$ cat src/rtl/i2s_pkg.sv
// i2s_pkg: shared types and constants for the I2S receiver slice.
//   state_t        - deframer state (IDLE, SHIFT, DONE, WAIT)
//   I2S_DELAY_BITS - Philips I2S puts the MSB one BCLK after the LRCLK edge
//   i2s_cnt_w()    - bit-counter width able to hold 0..data_width
package i2s_pkg;

  typedef enum logic [1:0] {
    IDLE  = 2'd0,
    SHIFT = 2'd1,
    DONE  = 2'd2,
    WAIT  = 2'd3
  } state_t;

  localparam int I2S_DELAY_BITS = 1;

  function automatic int i2s_cnt_w(input int data_width);
    return $clog2(data_width + 1);
  endfunction

endpackage

$ cat src/rtl/i2s_if.sv
// i2s_if: codec-side serial pins plus the parallel sample outputs.
//   bclk, lrclk, sdata      - serial I2S from the codec (asynchronous to clk)
//   leftOut, rightOut       - last complete signed sample pair
//   sampleValid             - one-clk strobe when the pair updates
//   frameError              - one-clk strobe when a partial word is dropped
// master: the codec / stimulus side. slave: the receiver.
interface i2s_if #(
  parameter int DATA_WIDTH = 16
);
  import i2s_pkg::*;

  logic                          bclk;
  logic                          lrclk;
  logic                          sdata;
  logic signed [DATA_WIDTH-1:0]  leftOut;
  logic signed [DATA_WIDTH-1:0]  rightOut;
  logic                          sampleValid;
  logic                          frameError;

  modport master (
    output bclk, lrclk, sdata,
    input  leftOut, rightOut, sampleValid, frameError
  );

  modport slave (
    input  bclk, lrclk, sdata,
    output leftOut, rightOut, sampleValid, frameError
  );

endinterface

$ cat src/rtl/i2s_sync.sv
// i2s_sync: SYNC_STAGES-deep flop chain bringing one asynchronous pin into
// the clk domain. Resets to 0.
//   clk   - system clock
//   reset - asynchronous, active-high
//   d     - asynchronous input
//   q     - synchronized output
module i2s_sync #(
  parameter int SYNC_STAGES = 2
) (
  input  logic clk,
  input  logic reset,
  input  logic d,
  output logic q
);

  logic [SYNC_STAGES-1:0] chain;

  always_ff @(posedge clk or posedge reset) begin
    if (reset) begin
      chain <= '0;
    end else begin
      chain <= {chain[SYNC_STAGES-2:0], d};
    end
  end

  assign q = chain[SYNC_STAGES-1];

endmodule

$ cat src/rtl/i2s_rx.sv
// i2s_rx: Philips-format I2S receiver (MSB first, one-bit delay after each
// LRCLK edge). Oversamples BCLK/LRCLK/SDATA on clk, captures the first
// DATA_WIDTH bits of each slot and presents a left/right pair with a
// single-cycle strobe once a left word has been followed by a right word.
//   clk   - system clock, at least 8x BCLK
//   reset - asynchronous, active-high
//   bus   - i2s_if.slave: serial pins in, sample pair / strobes out
module i2s_rx #(
  parameter int DATA_WIDTH  = 16,
  parameter int SYNC_STAGES = 2
) (
  input  logic   clk,
  input  logic   reset,
  i2s_if.slave   bus
);
  import i2s_pkg::*;

  localparam int CNT_W = i2s_cnt_w(DATA_WIDTH);

  logic bclk_s;
  logic lrclk_s;
  logic sdata_s;

  i2s_sync #(.SYNC_STAGES(SYNC_STAGES)) u_sync_bclk (
    .clk   (clk),
    .reset (reset),
    .d     (bus.bclk),
    .q     (bclk_s)
  );

  i2s_sync #(.SYNC_STAGES(SYNC_STAGES)) u_sync_lrclk (
    .clk   (clk),
    .reset (reset),
    .d     (bus.lrclk),
    .q     (lrclk_s)
  );

  i2s_sync #(.SYNC_STAGES(SYNC_STAGES)) u_sync_sdata (
    .clk   (clk),
    .reset (reset),
    .d     (bus.sdata),
    .q     (sdata_s)
  );

  // Stage p0 -> p1: BCLK rise detection. lrclk/sdata are registered in the
  // same stage so every decision sees the pin values from the rise itself.
  logic bclk_p0;
  logic vld_p1;
  logic lr_p1;
  logic sd_p1;

  always_ff @(posedge clk or posedge reset) begin
    if (reset) begin
      bclk_p0 <= 1'b0;
      vld_p1  <= 1'b0;
      lr_p1   <= 1'b0;
    end else begin
      bclk_p0 <= bclk_s;
      vld_p1  <= bclk_s & ~bclk_p0;
      lr_p1   <= lrclk_s;
    end
  end

  always_ff @(posedge clk) begin
    sd_p1 <= sdata_s;
  end

  // Stage p1 -> p2: deframing FSM and word assembly.
  state_t           state;
  logic [CNT_W-1:0] cnt;
  logic             chan;        // channel of the word in progress, 1 = right
  logic             lr_prev;     // lrclk seen at the previous rise
  logic             left_pend;   // a complete left word awaits its right word

  logic signed [DATA_WIDTH-1:0] sr_p2;
  logic signed [DATA_WIDTH-1:0] lhold_p2;

  logic lr_edge;
  logic shift_en;
  logic hold_en;

  // An LRCLK change is only recognised at a BCLK rise; that rise is the
  // delay bit, so it never shifts data.
  assign lr_edge  = vld_p1 && (lr_p1 != lr_prev);
  assign shift_en = (state == SHIFT) && vld_p1 && !lr_edge;
  assign hold_en  = (state == DONE) && !chan;

  always_ff @(posedge clk) begin
    if (shift_en) begin
      sr_p2 <= {sr_p2[DATA_WIDTH-2:0], sd_p1};
    end
    if (hold_en) begin
      lhold_p2 <= sr_p2;
    end
  end

  always_ff @(posedge clk or posedge reset) begin
    if (reset) begin
      state           <= IDLE;
      cnt             <= '0;
      chan            <= 1'b0;
      lr_prev         <= 1'b0;
      left_pend       <= 1'b0;
      bus.leftOut     <= '0;
      bus.rightOut    <= '0;
      bus.sampleValid <= 1'b0;
      bus.frameError  <= 1'b0;
    end else begin
      bus.sampleValid <= 1'b0;
      bus.frameError  <= 1'b0;

      if (vld_p1) begin
        lr_prev <= lr_p1;
      end

      case (state)
        IDLE, WAIT: begin
          if (lr_edge) begin
            state <= SHIFT;
            chan  <= lr_p1;
            cnt   <= '0;
          end
        end

        SHIFT: begin
          if (lr_edge) begin
            // Word cut short: drop it and restart on the new channel, this
            // edge being the new word's delay bit. A dropped left word must
            // not pair with the next right word.
            bus.frameError <= 1'b1;
            if (!chan) begin
              left_pend <= 1'b0;
            end
            chan <= lr_p1;
            cnt  <= '0;
          end else if (vld_p1) begin
            cnt <= cnt + 1'b1;
            if (cnt == CNT_W'(DATA_WIDTH - 1)) begin
              state <= DONE;
            end
          end
        end

        DONE: begin
          if (!chan) begin
            left_pend <= 1'b1;
          end else if (left_pend) begin
            bus.leftOut     <= lhold_p2;
            bus.rightOut    <= sr_p2;
            bus.sampleValid <= 1'b1;
            left_pend       <= 1'b0;
          end
          state <= WAIT;
        end

        default: begin
          state <= IDLE;
        end
      endcase
    end
  end

endmodule

$ cat src/flat_wrapper.sv
// flat-port wrapper written by rule: the top's interface ports become plain ports
module i2s_rx_flat import i2s_pkg::*;
#(
  parameter int DATA_WIDTH  = 16,
  parameter int SYNC_STAGES = 2
)
  (clk, reset, bus_bclk, bus_lrclk, bus_sdata, bus_leftOut, bus_rightOut, bus_sampleValid, bus_frameError);
  i2s_if #(.DATA_WIDTH(DATA_WIDTH)) bus_i ();
  input  logic clk;
  input  logic reset;
  input wire logic [$bits(bus_i.bclk)-1:0] bus_bclk;
  input wire logic [$bits(bus_i.lrclk)-1:0] bus_lrclk;
  input wire logic [$bits(bus_i.sdata)-1:0] bus_sdata;
  output wire logic [$bits(bus_i.leftOut)-1:0] bus_leftOut;
  output wire logic [$bits(bus_i.rightOut)-1:0] bus_rightOut;
  output wire logic [$bits(bus_i.sampleValid)-1:0] bus_sampleValid;
  output wire logic [$bits(bus_i.frameError)-1:0] bus_frameError;
  assign bus_i.bclk = bus_bclk;
  assign bus_i.lrclk = bus_lrclk;
  assign bus_i.sdata = bus_sdata;
  assign bus_leftOut = bus_i.leftOut;
  assign bus_rightOut = bus_i.rightOut;
  assign bus_sampleValid = bus_i.sampleValid;
  assign bus_frameError = bus_i.frameError;
  i2s_rx #(.DATA_WIDTH(DATA_WIDTH), .SYNC_STAGES(SYNC_STAGES)) u_core (.clk(clk), .reset(reset), .bus(bus_i));
endmodule
$ cat config.mk
export PLATFORM = sky130hd
export DESIGN_NAME = i2s_rx_flat
export DESIGN_NICKNAME = d
export VERILOG_FILES = /design/src/rtl/i2s_pkg.sv /design/src/rtl/i2s_if.sv /design/src/rtl/i2s_sync.sv /design/src/rtl/i2s_rx.sv /design/src/flat_wrapper.sv
export SDC_FILE = /design/constraint.sdc
export NUM_CORES = 1
export LEC_CHECK = 0
export ABC_AREA = 1
export CORE_ASPECT_RATIO = 1.1
export CORE_MARGIN = 10
export CORE_UTILIZATION = 30
export DETAILED_ROUTE_END_ITERATION = 8
export HOLD_SLACK_MARGIN = 0.05
export PLACE_DENSITY = 0.5
export SLEW_MARGIN = 20
export SYNTH_ARGS = -nofsm -noshare
export SYNTH_HDL_FRONTEND = slang
export SYNTH_SLANG_ARGS = --single-unit
$ cat constraint.sdc
create_clock -name clk -period 2.11 [get_ports clk]
set_clock_uncertainty 0.2 [all_clocks]
set_input_delay 0.422 -clock clk [delete_from_list [all_inputs] [get_ports clk]]
set_output_delay 0.422 -clock clk [all_outputs]
set_load 0.01 [all_outputs]
==> flow_summary.yaml, run 1 <==
clocking:
  clock-sinks: 86
  htreeDepth: 3
  clk_latency_ps: 340
  post-cts-setup-buffers: 0
  ctsResizeCount: 0
  hold_buffers: 0
  root_buffer: "clkbuf_16"
  clock_path_buffers: 2
  cts.reportedPaths.clkPinSlew_ps: 60
  cts_tree: "yes"
  cts_buffers: 9
synthesis:
  synth_area_mm2: 0.00313
  yosys-top-cells-count: "nand2_1, dfrtp_1, edfxtp_1"
  synth_edf_count: 32
  syn-num-nets: 277
  synth-main-ff-cell: "dfrtp_1"
  synth.area.top_cells: "dfrtp_1, edfxtp_1, nand2_1"
  synth_seq_area_share: 0.738
  ys_ff_latch: 86
  syn_avg_cell_area_um2: 11.7
  yosys_warnings: 0
  async_flop_share: 0.616
  synth.most_common_cell: "nand2_1"
  synth_top_area_frac: 0.424
  synth.largest_area_cell: "dfrtp_1"
  netlist_instances: 267
  ys_types: 24
sta:
  worstMarginPinSlew_ps: 542
  period_needed_ps: 1900
  rsz0062_at_grt: "false"
  finalWorstSetupSlack_ps: 207
  fmax_mhz: 525
  max_slew_margin: 0.638
  fin_crit_sh: 0.902
  setup_viol_count_final: 0
  hold_viol: 0
  slew_violations: 0
  setup_tns_ps: 0
grt:
  busiest_layer: "met2"
  met3_usage: 0.0286
  grt_pass1_vias: 1955
  grt_overflow: 0
  grt_first_pass_wirelength_um: 9690
  grtUsageMet2: 0.118
  grt_max_degree: 54
  grtUsageTotal: 0.0812
  grtUsageMet1: 0.0987
  antenna_found_initial: 0
critical_path:
  r2r_end: "u_core.state[0]$_DFFE_PP0P_"
  crit_slowest_cell: "clkdlybuf4s50_1"
  crit_chain: "clkdlybuf4s50_1"
  r2r_slack_ps: 430
  cp-end-kind: "output pin"
  reg2reg_depth: 11
  cp.arrival_ps: 1280
  r2r_start: "u_core.cnt[0]$_DFFE_PP0P_"
  crit_buf_inv: 1
  cp.required_ps: 1490
  crit_family: "buffers and inverters"
  slowest_delay_ps: 560
  start_kind: "flip-flop"
  cp_max_fo: 2
  crit_type: "reg -> out"
place:
  gp_congestion: 0.721
  io_buffers: 38
  hpwlAfterDp_um: 3700
  pre_cts_ws_ps: 443
power:
  power_density_mw_per_mm2: 1380
  p_leak_nw: 1.83
  irDropWorstVdd_mv: 0.540
worst_hold_path:
  min_to: "u_core.sd_p1$_DFF_P_"
  hp-start: "u_core.u_sync_sdata.chain[1]$_DFF_PP0_"
  min_path_cells: 0
  min_path_type: "reg -> reg"
final_layout:
  area_delta_synth_final_pct: 28.7
  utilization: 0.391
  final_layout_size_suffix_gt1_frac: 0.109
  multi_input_area_um2: 719
  fin_nets: 327
  fillCellCount: 996
  diodes: 0
  regArea_mm2: 0.00231
die:
  die_w_um: 117
  die_h_um: 127
  ioPinCount: 39
  core_mm2: 0.0103
  rows: 39
  die-area_mm2: 0.0149
  initial_core_util: 0.304
routing:
  routed_wl_um: 5660
  firstDrtPassIters: 4
  first_iter_violations: 82
  routed-via-count: 1860
  via_per_inst: 4.00
  ant_nets: 0
  drc: 0
  avgRoutedWirePerCell_um: 12.2
outcome:
  status: "finished clean"
flow_run:
  cap_violations: 0
-- worst max-delay path by stage --
stage,slack (ps),end,from,depth (start not counted)
CTS,170,bus_rightOut[7],u_core.bus.rightOut[7]$_DFFE_PP0P_,1
global route,140,bus_rightOut[7],u_core.bus.rightOut[7]$_DFFE_PP0P_,1
global placement,440,u_core.state[0]$_DFFE_PP0P_,u_core.cnt[0]$_DFFE_PP0P_,11
floorplan,130,u_core.lhold_p2[0]$_DFFE_PP_,u_core.state[0]$_DFFE_PP0P_,4
finish,210,bus_rightOut[7],u_core.bus.rightOut[7]$_DFFE_PP0P_,1
detailed placement,440,u_core.state[0]$_DFFE_PP0P_,u_core.cnt[0]$_DFFE_PP0P_,11
-- state kept, by name, indices dropped and copies added, names as in the netlist --
register	count
u_core.vld_p1	1
u_core.sr_p2	16
u_core.cnt	5
u_core.sd_p1	1
u_core.chan	1
u_core.lhold_p2	16
u_core.lr_p1	1
u_core.bus.frameError	1
u_core.u_sync_lrclk.chain	2
u_core.bus.sampleValid	1
u_core.bus.rightOut	16
u_core.lr_prev	1
u_core.u_sync_sdata.chain	2
u_core.u_sync_bclk.chain	2
u_core.bus.leftOut	16
u_core.bclk_p0	1
u_core.state	2
u_core.left_pend	1
-- area by class of cell --
type	instances	share of cell area
clock buffer	9	0.0560
timing repair buffer	45	0.111
clock inverter	7	0.0202
multi-input combinational	159	0.179
sequential	86	0.574
tap	143	0.0445
inverter	16	0.0162
-- layer usage --
layer | wire, µm | up-vias
met5 | 0 | -
li1 | - | 944
met1 | 2690 | 869
met4 | 193 | 0
met2 | 2490 | 35
met3 | 289 | 12
-- where the power goes --
part / switching [mW] / internal (mW)
combinational: 0.791 / 0.756
clock: 0.669 / 0.935
sequential: 0.234 / 2.18
-- cell usage in the layout (no fill, tap or decap), drive strengths merged --
master,count
a21oi,1
buf,7
bufinv,1
clkbuf,9
clkdlybuf4s50,38
clkinv,4
dfrtp,53
dfxtp,1
edfxtp,32
ha,5
inv,18
nand2,131
nand3,8
nand4,1
nor2,8
o21ai,3
o31ai,1
xnor2,1
-- cell families after synthesis --
logic type | Yosys count | share of synthesized area
adder cells (fa/ha/maj) | 5 | 0.0200
XOR/XNOR | 1 | 0.00280
buffers and inverters | 22 | 0.0320
AO/OA/AOI/OAI | 5 | 0.0136
flip-flops | 86 | 0.738
AND/OR/NAND/NOR | 148 | 0.194
-- through the flow --
step           hold WS [ps]  power [mW]  cell area [µm²]  cells
6_report                143        5.57             4020    465
4_1_cts                 143        5.67             4020    465
5_1_grt                 148        5.93             4020    465
3_5_place_dp            128        4.04             3720    449
2_1_floorplan           124        3.24             3130    267
3_3_place_gp            133        4.02             3720    449
Power figures use the tool's default switching activity.
==> run 2: changes to the inputs <==
--- a/config.mk
+++ b/config.mk
@@ -6,6 +6,7 @@
 export NUM_CORES = 1
 export LEC_CHECK = 0
 export ABC_AREA = 1
+export CAP_MARGIN = 30
 export CORE_ASPECT_RATIO = 1.1
 export CORE_MARGIN = 10
 export CORE_UTILIZATION = 30
==> results of run 2 <==
Same layout as run 1: the final DEF is identical, and so are final timing and power.
